<file path="config.mk">
export PLATFORM = sky130hd
export DESIGN_NAME = plab3_mem_cache_req_arbiter
export DESIGN_NICKNAME = d
export VERILOG_FILES = /design/src/rtl/plab3_mem_cache_req_arbiter.sv
export SDC_FILE = /design/constraint.sdc
export NUM_CORES = 1
export LEC_CHECK = 0
export ABC_AREA = 0
export ABC_CLOCK_PERIOD_IN_PS = 10800
export CAP_MARGIN = 10
export CORE_UTILIZATION = 45
export DETAILED_ROUTE_END_ITERATION = 16
export PLACE_DENSITY = 0.79
export SYNTH_ARGS = -nofsm -noshare
export SYNTH_HDL_FRONTEND = slang
export SYNTH_SLANG_ARGS = --single-unit
export TNS_END_PERCENT = 5
</file>
<file path="constraint.sdc">
create_clock -name clk -period 10.8 [get_ports clk]
set_input_delay 2.16 -clock clk [delete_from_list [all_inputs] [get_ports clk]]
set_output_delay 2.16 -clock clk [all_outputs]
set_load 0.02 [all_outputs]
</file>
<file path="src/rtl/plab3_mem_cache_req_arbiter.sv">
// ----------------------------------------------------------------------------
// plab3_mem_cache_req_arbiter
//
// Merges the core request stream and the coherence request stream onto the
// single cache request port. Coherence traffic has no back-pressure, so any
// coherence request that cannot go straight through is parked in a small FIFO
// and replayed from there with priority over the core.
//
// Optional feature: define PLAB3_MEM_CACHE_ARB_FAIRNESS_EN to compile in a
// starvation guard. After p_max_streak coherence transfers while the core is
// waiting, the next grant goes to the core. Without the macro, coherence
// priority is strict.
//
// Ports
//   clk            sole clock, rising edge
//   reset          asynchronous active-low reset
//   corereq_msg    core request message (zero-extended to p_msg_nbits)
//   corereq_val    core request valid
//   corereq_rdy    core request ready (combinational)
//   coherereq_msg  coherence request message
//   coherereq_val  coherence request valid (always accepted)
//   arbreq_msg     request message to the cache (zero when arbreq_val is low)
//   arbreq_val     request valid to the cache
//   arbreq_rdy     cache ready
//   req_sel        granted source: 0 core, 1 coherence bypass, 2 coherence buffered
//   coh_overflow   sticky: a coherence request was dropped on a full buffer
//   coh_count      coherence buffer occupancy
//
// FSM
//   state | meaning
//   ARB   | grant chosen combinationally each cycle
//   HOLD  | previous grant stalled; output held on the registered source
// ----------------------------------------------------------------------------
module plab3_mem_cache_req_arbiter #(
    parameter int p_msg_nbits  = 175,
    parameter int p_coh_depth  = 2,
    parameter int p_max_streak = 4
) (
    input  logic                          clk,
    input  logic                          reset,
    input  logic [p_msg_nbits-1:0]        corereq_msg,
    input  logic                          corereq_val,
    output logic                          corereq_rdy,
    input  logic [p_msg_nbits-1:0]        coherereq_msg,
    input  logic                          coherereq_val,
    output logic [p_msg_nbits-1:0]        arbreq_msg,
    output logic                          arbreq_val,
    input  logic                          arbreq_rdy,
    output logic [1:0]                    req_sel,
    output logic                          coh_overflow,
    output logic [$clog2(p_coh_depth):0]  coh_count
);

    localparam int PW = $clog2(p_coh_depth);
    localparam int CW = PW + 1;

    localparam logic [0:0] ARB  = 1'b0;
    localparam logic [0:0] HOLD = 1'b1;

    localparam logic [1:0] SEL_CORE = 2'd0;
    localparam logic [1:0] SEL_BYP  = 2'd1;
    localparam logic [1:0] SEL_BUF  = 2'd2;

    if (p_coh_depth < 2 || (p_coh_depth & (p_coh_depth - 1)) != 0) begin : g_bad_depth
        $error("p_coh_depth must be a power of two and at least 2");
    end
    if (p_max_streak < 1) begin : g_bad_streak
        $error("p_max_streak must be at least 1");
    end

    logic [0:0]             state;
    logic [1:0]             held_sel;
    logic [p_msg_nbits-1:0] held_msg;

    logic [p_msg_nbits-1:0] mem [p_coh_depth];
    logic [PW-1:0]          head;
    logic [PW-1:0]          tail;
    logic [CW-1:0]          count;
    logic                   overflow;

    logic                   buf_nonempty;
    logic                   buf_full;
    logic                   core_first;

    logic [1:0]             sel;
    logic                   val;
    logic [p_msg_nbits-1:0] msg;
    logic                   xfer;
    logic                   bypass_taken;
    logic                   enq;
    logic                   deq;
    logic                   enq_ok;
    logic                   drop;

    assign buf_nonempty = (count != '0);
    assign buf_full     = (count == CW'(p_coh_depth));

`ifdef PLAB3_MEM_CACHE_ARB_FAIRNESS_EN
    localparam int SW = $clog2(p_max_streak + 1);
    logic [SW-1:0] streak;

    assign core_first = corereq_val && (streak == SW'(p_max_streak));

    // Saturates at p_max_streak so the core stays favoured until it is served.
    always_ff @(posedge clk or negedge reset) begin
        if (!reset) begin
            streak <= '0;
        end else if (!corereq_val) begin
            streak <= '0;
        end else if (xfer && sel == SEL_CORE) begin
            streak <= '0;
        end else if (xfer && streak != SW'(p_max_streak)) begin
            streak <= streak + SW'(1);
        end
    end
`else
    assign core_first = 1'b0;
`endif

    // Grant selection. Reset forces the port idle so nothing leaks out while
    // the block is held in reset.
    always_comb begin
        sel = SEL_CORE;
        val = 1'b0;
        msg = '0;
        if (state == HOLD) begin
            val = 1'b1;
            sel = held_sel;
            msg = (held_sel == SEL_BUF) ? mem[head] : held_msg;
        end else if (core_first) begin
            val = 1'b1;
            sel = SEL_CORE;
            msg = corereq_msg;
        end else if (buf_nonempty) begin
            val = 1'b1;
            sel = SEL_BUF;
            msg = mem[head];
        end else if (coherereq_val) begin
            val = 1'b1;
            sel = SEL_BYP;
            msg = coherereq_msg;
        end else if (corereq_val) begin
            val = 1'b1;
            sel = SEL_CORE;
            msg = corereq_msg;
        end
        if (!reset) begin
            sel = SEL_CORE;
            val = 1'b0;
            msg = '0;
        end
    end

    assign xfer         = val && arbreq_rdy;
    assign bypass_taken = (state == ARB) && (sel == SEL_BYP) && arbreq_rdy;

    // A coherence request that does not leave through the bypass this cycle is
    // parked, including a bypass grant the cache refused.
    assign enq    = reset && coherereq_val && !bypass_taken;
    assign deq    = xfer && (sel == SEL_BUF);
    assign enq_ok = enq && (!buf_full || deq);
    assign drop   = enq && buf_full && !deq;

    assign arbreq_msg   = msg;
    assign arbreq_val   = val;
    assign req_sel      = sel;
    assign corereq_rdy  = xfer && (sel == SEL_CORE);
    assign coh_overflow = overflow;
    assign coh_count    = count;

    always_ff @(posedge clk) begin
        if (enq_ok) begin
            mem[tail] <= coherereq_msg;
        end
    end

    always_ff @(posedge clk or negedge reset) begin
        if (!reset) begin
            state    <= ARB;
            held_sel <= SEL_CORE;
            held_msg <= '0;
            head     <= '0;
            tail     <= '0;
            count    <= '0;
            overflow <= 1'b0;
        end else begin
            if (enq_ok) begin
                tail <= tail + PW'(1);
            end
            if (deq) begin
                head <= head + PW'(1);
            end
            count <= count + CW'(enq_ok) - CW'(deq);
            if (drop) begin
                overflow <= 1'b1;
            end
            case (state)
                ARB: begin
                    if (val && !arbreq_rdy) begin
                        state    <= HOLD;
                        // A refused bypass now sits at the buffer head (the
                        // buffer was empty), so it is held as a buffered grant.
                        held_sel <= (sel == SEL_BYP) ? SEL_BUF : sel;
                        held_msg <= msg;
                    end
                end
                HOLD: begin
                    if (arbreq_rdy) begin
                        state <= ARB;
                    end
                end
                default: state <= ARB;
            endcase
        end
    end

endmodule

</file>
==> results of run 1 <==
[cell usage after synthesis (10+ instances only)]
cell type,number,share of area
dfrtp_1,183,0.18
buf_6,19,0.0084
buf_2,61,0.012
nor2_1,12,0.0018
a221oi_1,13,0.0045
mux2i_1,175,0.069
mux2_4,100,0.059
a21oi_1,178,0.035
buf_1,10,0.0015
edfxtp_1,350,0.41
clkbuf_1,67,0.0099
a221oi_2,160,0.094
o211a_1,173,0.068
mux2_2,75,0.033
[kinds of logic after synthesis]
group,synth area share
adder cells (fa/ha/maj),0.0004914
AND/OR/NAND/NOR,0.006684
multiplexers,0.1610
flip-flops,0.5927
buffers and inverters,0.03190
AO/OA/AOI/OAI,0.2062
XOR/XNOR,0.001032
[layout make-up]
cell class	instances	area share
clock buffer	72	0.04675
inverter	1	0.0001128
clock inverter	35	0.01271
sequential	533	0.4537
multi-input combinational	926	0.2887
timing repair buffer	563	0.1696
tap	748	0.02813
antenna	5	0.0003761
[metal layers]
metal / track usage / vias to the layer above
met2: 0.4054 / 692
met4: 0.08473 / 16
met5: 0 / -
li1: - / 7542
met1: 0.3047 / 8808
met3: 0.07566 / 126
[critical path, stage by stage]
cell             delay [ns]
buf_8                  0.38
buf_4                  0.75
buf_4                  0.72
a221oi_2               0.15
a21oi_1                0.22
o211a_1                0.23
clkdlybuf4s50_1        0.62
[power by group]
part,switching [mW],internal [mW]
Clock,0.821,1.24
Combinational,1.70,1.56
Sequential,0.263,2.73
[per-stage QoR]
| step | hold slack (ns) | setup TNS, ns | total power, mW | utilization | cell area [um^2] |
|---|---|---|---|---|---|
| after floorplan | 0.4773 | -13.79 | 5.166 | - | 25460 |
| after global placement | 0.4629 | 0 | 6.147 | 0.5633 | 31280 |
| after detailed placement | 0.4818 | 0 | 6.254 | 0.5633 | 31280 |
| after CTS | 0.5098 | 0 | 8.332 | 0.5989 | 33250 |
| after global routing | 0.5200 | 0 | 8.648 | 0.5991 | 33260 |
| final | 0.4944 | 0 | 8.304 | 0.5992 | 33270 |
[sequential cells by signal, summed over array words and instances, names as in the netlist]
register,count
held_msg,175
held_sel,2
state,1
coh_count,2
coh_overflow,1
tail,1
mem,350
head,1
[final timing paths]
kind                                        endpoint  cells after the start
setup reg to reg                mem[0][53]$_DFFE_PP_                      6
setup / recovery                     arbreq_msg[116]                      7
hold / removal              coh_overflow$_DFFE_PN0P_                      1
max in group asynchronous  held_msg[137]$_DFFE_PN0P_                      2
hold reg to reg             coh_overflow$_DFFE_PN0P_                      1
min in group asynchronous  held_msg[174]$_DFFE_PN0P_                      1
==> results.json, run 1 <==
{
  "mostFrequentLayoutCells": "534 x clkdlybuf4s50_1, 350 x edfxtp_1, 182 x dfrtp_1",
  "rows": 86,
  "clk_path_buf_depth": 3,
  "ys_seq_elements": 533,
  "arrival_ns": 5.37,
  "required_ns": 8.64,
  "min_path_type": "flip-flop to flip-flop",
  "setup_viol": 0,
  "synth_area_per_cell_um2": 15.74,
  "overflow": 0,
  "postCtsSetupRepairBufs": 0,
  "cts_hold_buf": 0,
  "drt-met1-wl_mm": 28.95,
  "rsz0062_at_grt": "no",
  "syn_nets": 1973,
  "drtIter0Drc": 1035,
  "synth_cell_types": 36,
  "worstMarginPinSlew_ns": 1.108,
  "grt_pass1_wl_mm": 108.8,
  "r2r_slack_ns": 6.09,
  "fillerInstances": 4216,
  "dp_hpwl_mm": 45.60,
  "p_leak_nw": 13.22,
  "power_density_nw_per_um2": 249.6,
  "r2r_start": "state$_DFF_PN0_",
  "top_signal_layer_used": "met5",
  "min_from": "coh_overflow$_DFFE_PN0P_",
  "core_area_um2": 55520,
  "drc_errors": 0,
  "io_pins": 537,
  "grt_use_total": 0.2455,
  "place_worst_setup_slack_ns": 3.257,
  "cts_tree": "built",
  "drtAntennaViolNets": 0,
  "slew_headroom": 0.2610,
  "finalHoldViolCount": 0,
  "cts_root_buf": "clkbuf_16",
  "endpoint_kind": "output pin",
  "grt_pass1_vias": 18070,
  "worstSkewPairLatency_ns": 0.61,
  "dp.cells": 2771,
  "irDropWorstVdd_mv": 0.1909,
  "fin_crit_ns": 7.534,
  "drive_gt1_frac": 0.2192,
  "start_util": 0.4585,
  "yosysWarnings": 0,
  "post_cts_resized": 0,
  "cp-startpoint": "coherereq_val",
  "clock_skew_ns": 0.02125,
  "synthFlopType": "edfxtp_1",
  "final_common_cell": "clkdlybuf4s50_1",
  "synthArstFlopShare": 0.3433,
  "max_cap_viol_count": 0,
  "synth_enable_flop_cells": 350,
  "synth-seq-area-share": 0.5927,
  "clock_sinks": 533,
  "synthesis.area_um2": 25460,
  "max_freq_ghz": 0.1327,
  "dr.pass1.iters": 5,
  "instances_no_fill": 2883,
  "die_x_um": 239.9,
  "routed-wl-met3_mm": 6.659,
  "grt_max_degree": 173,
  "die_y_um": 239.9,
  "globalplace.congestion": 0.8958,
  "via_count": 17180,
  "die_area_um2": 57530,
  "routed_wl_mm": 73.05,
  "wl_met2_mm": 35.33,
  "tritoncts.num_buffers": 57,
  "io_buffers": 536,
  "antenna_found_initial": 13,
  "crit_path_start_kind": "primary input",
  "path_max_fanout": 52,
  "htree_levels": 2,
  "outcome": "finished clean",
  "multi_input_area_um2": 9603,
  "cts.clk_slew.worst_paths_ns": 0.06,
  "final_nets": 2438,
  "layout_setup_ws_ns": 3.266,
  "wl_per_cell_um": 25.34,
  "syn_to_final_growth_pct": 30.67,
  "seq_area_um2": 15090,
  "synthCells": 1617,
  "report.final.slew_viol_count": 0,
  "finalCritPeriodShare": 0.6976,
  "avgViaCountPerCell": 5.960,
  "path_class": "primary input to output pin"
}
(Power assumes the default switching activity.)
==> inputs of run 2 (changes only) <==
Settings changed: ABC_CLOCK_PERIOD_IN_PS 10800 to 7900.
Clock period 10.8 ns to 7.9 ns, I/O delays scaled along.
==> run 2 against run 1 <==
Against the previous run:
- register-to-register slack lost 2.3 ns
- sequential share of layout area is essentially flat
- cell count is essentially flat
- count of clock-buffer cells in the layout grew 6
- largest cell class unchanged
- combinational power grew 36%
- non-clock buffer count grew 1
- core utilization is essentially flat
- design area is essentially flat
- power grew 35%
- highest routed layer unchanged
- largest power group unchanged
- critical path type unchanged
==> results.json, run 2 (synthesis gave the netlist of run 1 again) <==
{
  "outcome": "finished clean",
  "worstMarginPinSlew_ns": 1.171,
  "io_buffers": 536,
  "whs_path_depth": 1,
  "clock_sinks": 533,
  "final_nets": 2439,
  "wl_per_cell_um": 25.26,
  "largest_reg_flops": 350,
  "power_density_nw_per_um2": 337.8,
  "rsz0062_at_grt": "no",
  "die_x_um": 239.9,
  "max_freq_ghz": 0.1589,
  "core_area_um2": 55520,
  "endpoint_kind": "output pin",
  "postCtsSetupRepairBufs": 0,
  "cts_root_buf": "clkbuf_16",
  "drtIter0Drc": 1102,
  "setup_viol": 0,
  "dr.pass1.iters": 5,
  "globalplace.congestion": 0.8613,
  "cts_tree": "built",
  "clock_skew_ns": 0.01563,
  "p_leak_nw": 13.21,
  "cts_hold_buf": 0,
  "drtAntennaViolNets": 0,
  "dp_hpwl_mm": 44.86,
  "holdWs_ns": 0.4703,
  "syn_to_final_growth_pct": 30.75,
  "crit_path_start_kind": "primary input",
  "finalHoldViolCount": 0,
  "routed_wl_mm": 72.78,
  "r2r.worst_path.cells": 6,
  "start_util": 0.4585,
  "mostFrequentLayoutCells": "534 x clkdlybuf4s50_1, 350 x edfxtp_1, 182 x dfrtp_1",
  "arrival_ns": 4.71,
  "drive_gt1_frac": 0.2175,
  "cts.clk_slew.worst_paths_ns": 0.06,
  "place_area_um2": 31400,
  "grt_pass1_vias": 17980,
  "slew_headroom": 0.2196,
  "drc_errors": 0,
  "grt_max_degree": 128,
  "top_register": "mem",
  "top_regs": "mem (350), held_msg (175)",
  "grt_pass1_wl_mm": 108.6,
  "die_y_um": 239.9,
  "final_cell_area_um2": 33290,
  "report.final.slew_viol_count": 0,
  "layout_setup_ws_ns": 1.608,
  "final_common_cell": "clkdlybuf4s50_1",
  "worstSkewPairLatency_ns": 0.58,
  "tritoncts.num_buffers": 57,
  "overflow": 0,
  "fin_crit_ns": 6.292,
  "fillerInstances": 4203,
  "io_pins": 537,
  "finalCritPeriodShare": 0.7964,
  "multi_input_area_um2": 9603,
  "path_class": "primary input to output pin",
  "antenna_found_initial": 13,
  "place_worst_setup_slack_ns": 1.660,
  "die_area_um2": 57530,
  "rows": 86,
  "seq_area_um2": 15090,
  "path_max_fanout": 32,
  "clk_path_buf_depth": 3,
  "htree_levels": 2,
  "via_count": 17140,
  "irDropWorstVdd_mv": 0.1820,
  "required_ns": 6.32,
  "grt_use_total": 0.2463,
  "max_cap_viol_count": 0,
  "min_path_type": "flip-flop to flip-flop",
  "final_core_util": 0.5995,
  "avgViaCountPerCell": 5.949,
  "post_cts_resized": 0,
  "fin_setup_tns_ns": 0
}
run 2: cell count changes in the layout (fill, tap and decap cells not counted), sizes merged, moves of 3 or more:
cell	change
clkbuf	+6
bufinv	-3
clkinv	-3
inv	-3
run 2: area by class of cell:
class                   count  area share
clock inverters            27    0.009134
diodes                      4   0.0003007
multi-input cells         926      0.2885
clock buffers              78     0.04733
flip-flops and latches    533      0.4534
inverters                   1   0.0001128
well taps                 748     0.02812
repair buffers            564      0.1731
run 2: path summary, 6_finish.rpt:
kind                                           from                         to  slack, ns
max reg2reg                         state$_DFF_PN0_       mem[0][94]$_DFFE_PP_       3.83
min reg2reg                coh_overflow$_DFFE_PN0P_   coh_overflow$_DFFE_PN0P_       0.47
max                                     corereq_val             arbreq_msg[86]       1.61
min                        coh_overflow$_DFFE_PN0P_   coh_overflow$_DFFE_PN0P_       0.47
min in group asynchronous                     reset  held_msg[141]$_DFFE_PN0P_       1.09
max in group asynchronous                     reset  held_msg[132]$_DFFE_PN0P_       5.53
run 2: stage by stage:
step	total power [mW]	std cells
finish	11.24	2881
global route	11.75	2880
CTS	11.30	2877
detailed placement	8.566	2772
global placement	8.433	2772
floorplan	7.062	1617
run 2: metal layers:
layer	track usage	wire [um]	vias up
met2	0.4021	34660	718
met3	0.07543	6663	147
met5	0	115	-
met1	0.3077	28880	8716
met4	0.09091	2457	18
li1	-	-	7539
run 2: power breakdown:
| part | switching [mW] | leakage, nW | internal (mW) | total [mW] |
|---|---|---|---|---|
| Sequential | 0.391 | 5.29 | 3.72 | 4.12 |
| Combinational | 2.30 | 7.00 | 2.15 | 4.44 |
| Clock | 1.10 | 0.919 | 1.59 | 2.69 |
run 2: worst max-delay path, stage by stage:
cell             delay (ns)
clkdlybuf4s50_1        0.50
nor2b_4                0.71
buf_12                 0.33
buf_4                  0.35
a221oi_2               0.10
a21oi_1                0.27
o211a_1                0.19
clkdlybuf4s50_1        0.60
==> inputs of run 3 (changes only) <==
Settings changed: ABC_CLOCK_PERIOD_IN_PS 7900 to 6100.
Clock period 7.9 ns to 6.1 ns, I/O delays scaled along.
==> run 3 against run 2 <==
Against the previous run:
- die area is the same
- global-route usage is 0.35 points higher
- clock power grew 34%
- worst hold slack got worse by 0.0097 ns
- setup slack lost 0.59 ns
- critical endpoint is now arbreq_msg[46]
- largest cell class unchanged
- first-iteration DRC count increased by 21%
- routed wire length rose by 1.8%
- count of clock-buffer cells in the layout shrank 3
- sequential cell count unchanged
- sequential power increased by 29%
- non-clock buffer count increased by 17
==> results.json, run 3 (synthesis gave the netlist of run 1 again) <==
{
  "htree_levels": 2,
  "core_area_um2": 55520,
  "cp.buffers_inverters": 2,
  "instances_no_fill": 2898,
  "overflow": 0,
  "drtIter0Drc": 1329,
  "worstHoldEndpoint": "coh_overflow$_DFFE_PN0P_",
  "mostFrequentLayoutCells": "534 x clkdlybuf4s50_1, 350 x edfxtp_1, 182 x dfrtp_1",
  "p_leak_nw": 13.37,
  "post_cts_resized": 0,
  "drtAntennaViolNets": 0,
  "grt_pass1_wl_mm": 109.5,
  "slew_headroom": 0.2243,
  "crit_family": "buffers and inverters",
  "whs_path_depth": 1,
  "grt_pass1_vias": 18120,
  "die_area_um2": 57530,
  "holdWs_ns": 0.4606,
  "cp.depth": 6,
  "clk_path_buf_depth": 3,
  "cts_hold_buf": 0,
  "avgViaCountPerCell": 5.999,
  "max_freq_ghz": 0.1966,
  "antenna_found_initial": 13,
  "cts_root_buf": "clkbuf_16",
  "place_worst_setup_slack_ns": 1.115,
  "syn_to_final_growth_pct": 31.97,
  "clock_sinks": 533,
  "io_pins": 537,
  "drive_gt1_frac": 0.2259,
  "grt_use_total": 0.2498,
  "required_ns": 4.88,
  "die_y_um": 239.9,
  "finalHoldViolCount": 0,
  "worstMarginPinSlew_ns": 1.164,
  "final_nets": 2455,
  "dp.cells": 2788,
  "setup_viol": 0,
  "r2r.worst_path.cells": 6,
  "path_cells": "or3_4 -> buf_12 -> a221oi_2 -> a21oi_1 -> o211a_1 -> clkdlybuf4s50_1",
  "grt_max_degree": 97,
  "globalplace.congestion": 0.8127,
  "fin_setup_tns_ns": 0,
  "r2r_start": "state$_DFF_PN0_",
  "die_x_um": 239.9,
  "postCtsSetupRepairBufs": 0,
  "critPathSlowestCell": "or3_4",
  "top_regs": "mem (350), held_msg (175)",
  "via_count": 17390,
  "drc_errors": 0,
  "top_register": "mem",
  "r2r_slack_ns": 2.28,
  "crit_path_max_incr_delay_ns": 0.94,
  "max_cap_viol_count": 0,
  "dp_hpwl_mm": 46.81,
  "io_buffers": 536,
  "path_class": "flip-flop to output pin",
  "largest_reg_flops": 350,
  "wl_per_cell_um": 25.56,
  "min_from": "coh_overflow$_DFFE_PN0P_",
  "final_common_cell": "clkdlybuf4s50_1",
  "min_path_type": "flip-flop to flip-flop",
  "cts.clk_slew.worst_paths_ns": 0.06,
  "clock_skew_ns": 0.01776,
  "rsz0062_at_grt": "no",
  "path_max_fanout": 56,
  "finalCritPeriodShare": 0.8337,
  "final_core_util": 0.6051,
  "outcome": "finished clean",
  "tritoncts.num_buffers": 56,
  "fillerInstances": 4180,
  "cts_tree": "built",
  "r2r_end": "mem[1][39]$_DFFE_PP_",
  "start_util": 0.4585,
  "endpoint_kind": "output pin",
  "worstSkewPairLatency_ns": 0.61,
  "power_density_nw_per_um2": 440.7,
  "arrival_ns": 3.87,
  "dr.pass1.iters": 5,
  "fin_crit_ns": 5.086,
  "report.final.slew_viol_count": 0,
  "irDropWorstVdd_mv": 0.2586,
  "routed_wl_mm": 74.07,
  "crit_path_start_kind": "flip-flop",
  "rows": 86,
  "layout_setup_ws_ns": 1.014
}
run 3: cell count changes in the layout (fill, tap and decap cells not counted), sizes merged:
cell,before,now
bufinv,6,8
clkinvlp,3,4
diode,4,3
clkinv,18,16
inv,1,4
buf,30,47
clkbuf,78,75
run 3: worst max-delay path by stage:
stage | startpoint | endpoint | slack (ns)
floorplan | coherereq_val | mem[0][0]$_DFFE_PP_ | -0.86
global placement | corereq_val | arbreq_msg[82] | 1.16
detailed placement | corereq_val | arbreq_msg[90] | 1.11
CTS | state$_DFF_PN0_ | arbreq_msg[46] | 1.02
global route | state$_DFF_PN0_ | arbreq_msg[69] | 0.88
finish | state$_DFF_PN0_ | arbreq_msg[46] | 1.01
run 3: area by class of cell:
class	count	area, um^2	share of cell area
multi-input cells	926	9603	0.2858
inverters	1	3.754	0.0001117
clock buffers	75	1595	0.04748
repair buffers	581	5988	0.1782
flip-flops and latches	533	15090	0.4493
diodes	3	7.507	0.0002235
well taps	748	935.9	0.02786
clock inverters	31	369.1	0.01099
run 3: power by group:
group	total [mW]	internal, mW	switching (mW)
registers	5.33	4.82	0.513
clock network	3.61	2.17	1.44
logic	5.86	2.83	3.03
total	14.8	9.83	4.98
run 3: metrics by stage:
step	instance area (um^2)	total power [mW]
finish	33600	14.81
global route	33590	15.43
CTS	33570	14.85
detailed placement	31600	11.19
global placement	31600	11.02
floorplan	25460	9.105
run 3: layer usage:
layer	GRT usage	share of wire	vias to the layer above	wire (um)
met3	0.07279	0.098	123	7259
met5	0	0.0016	-	120
li1	-	-	7579	-
met2	0.4126	0.48	838	35720
met4	0.06968	0.022	20	1657
met1	0.3195	0.40	8825	29300
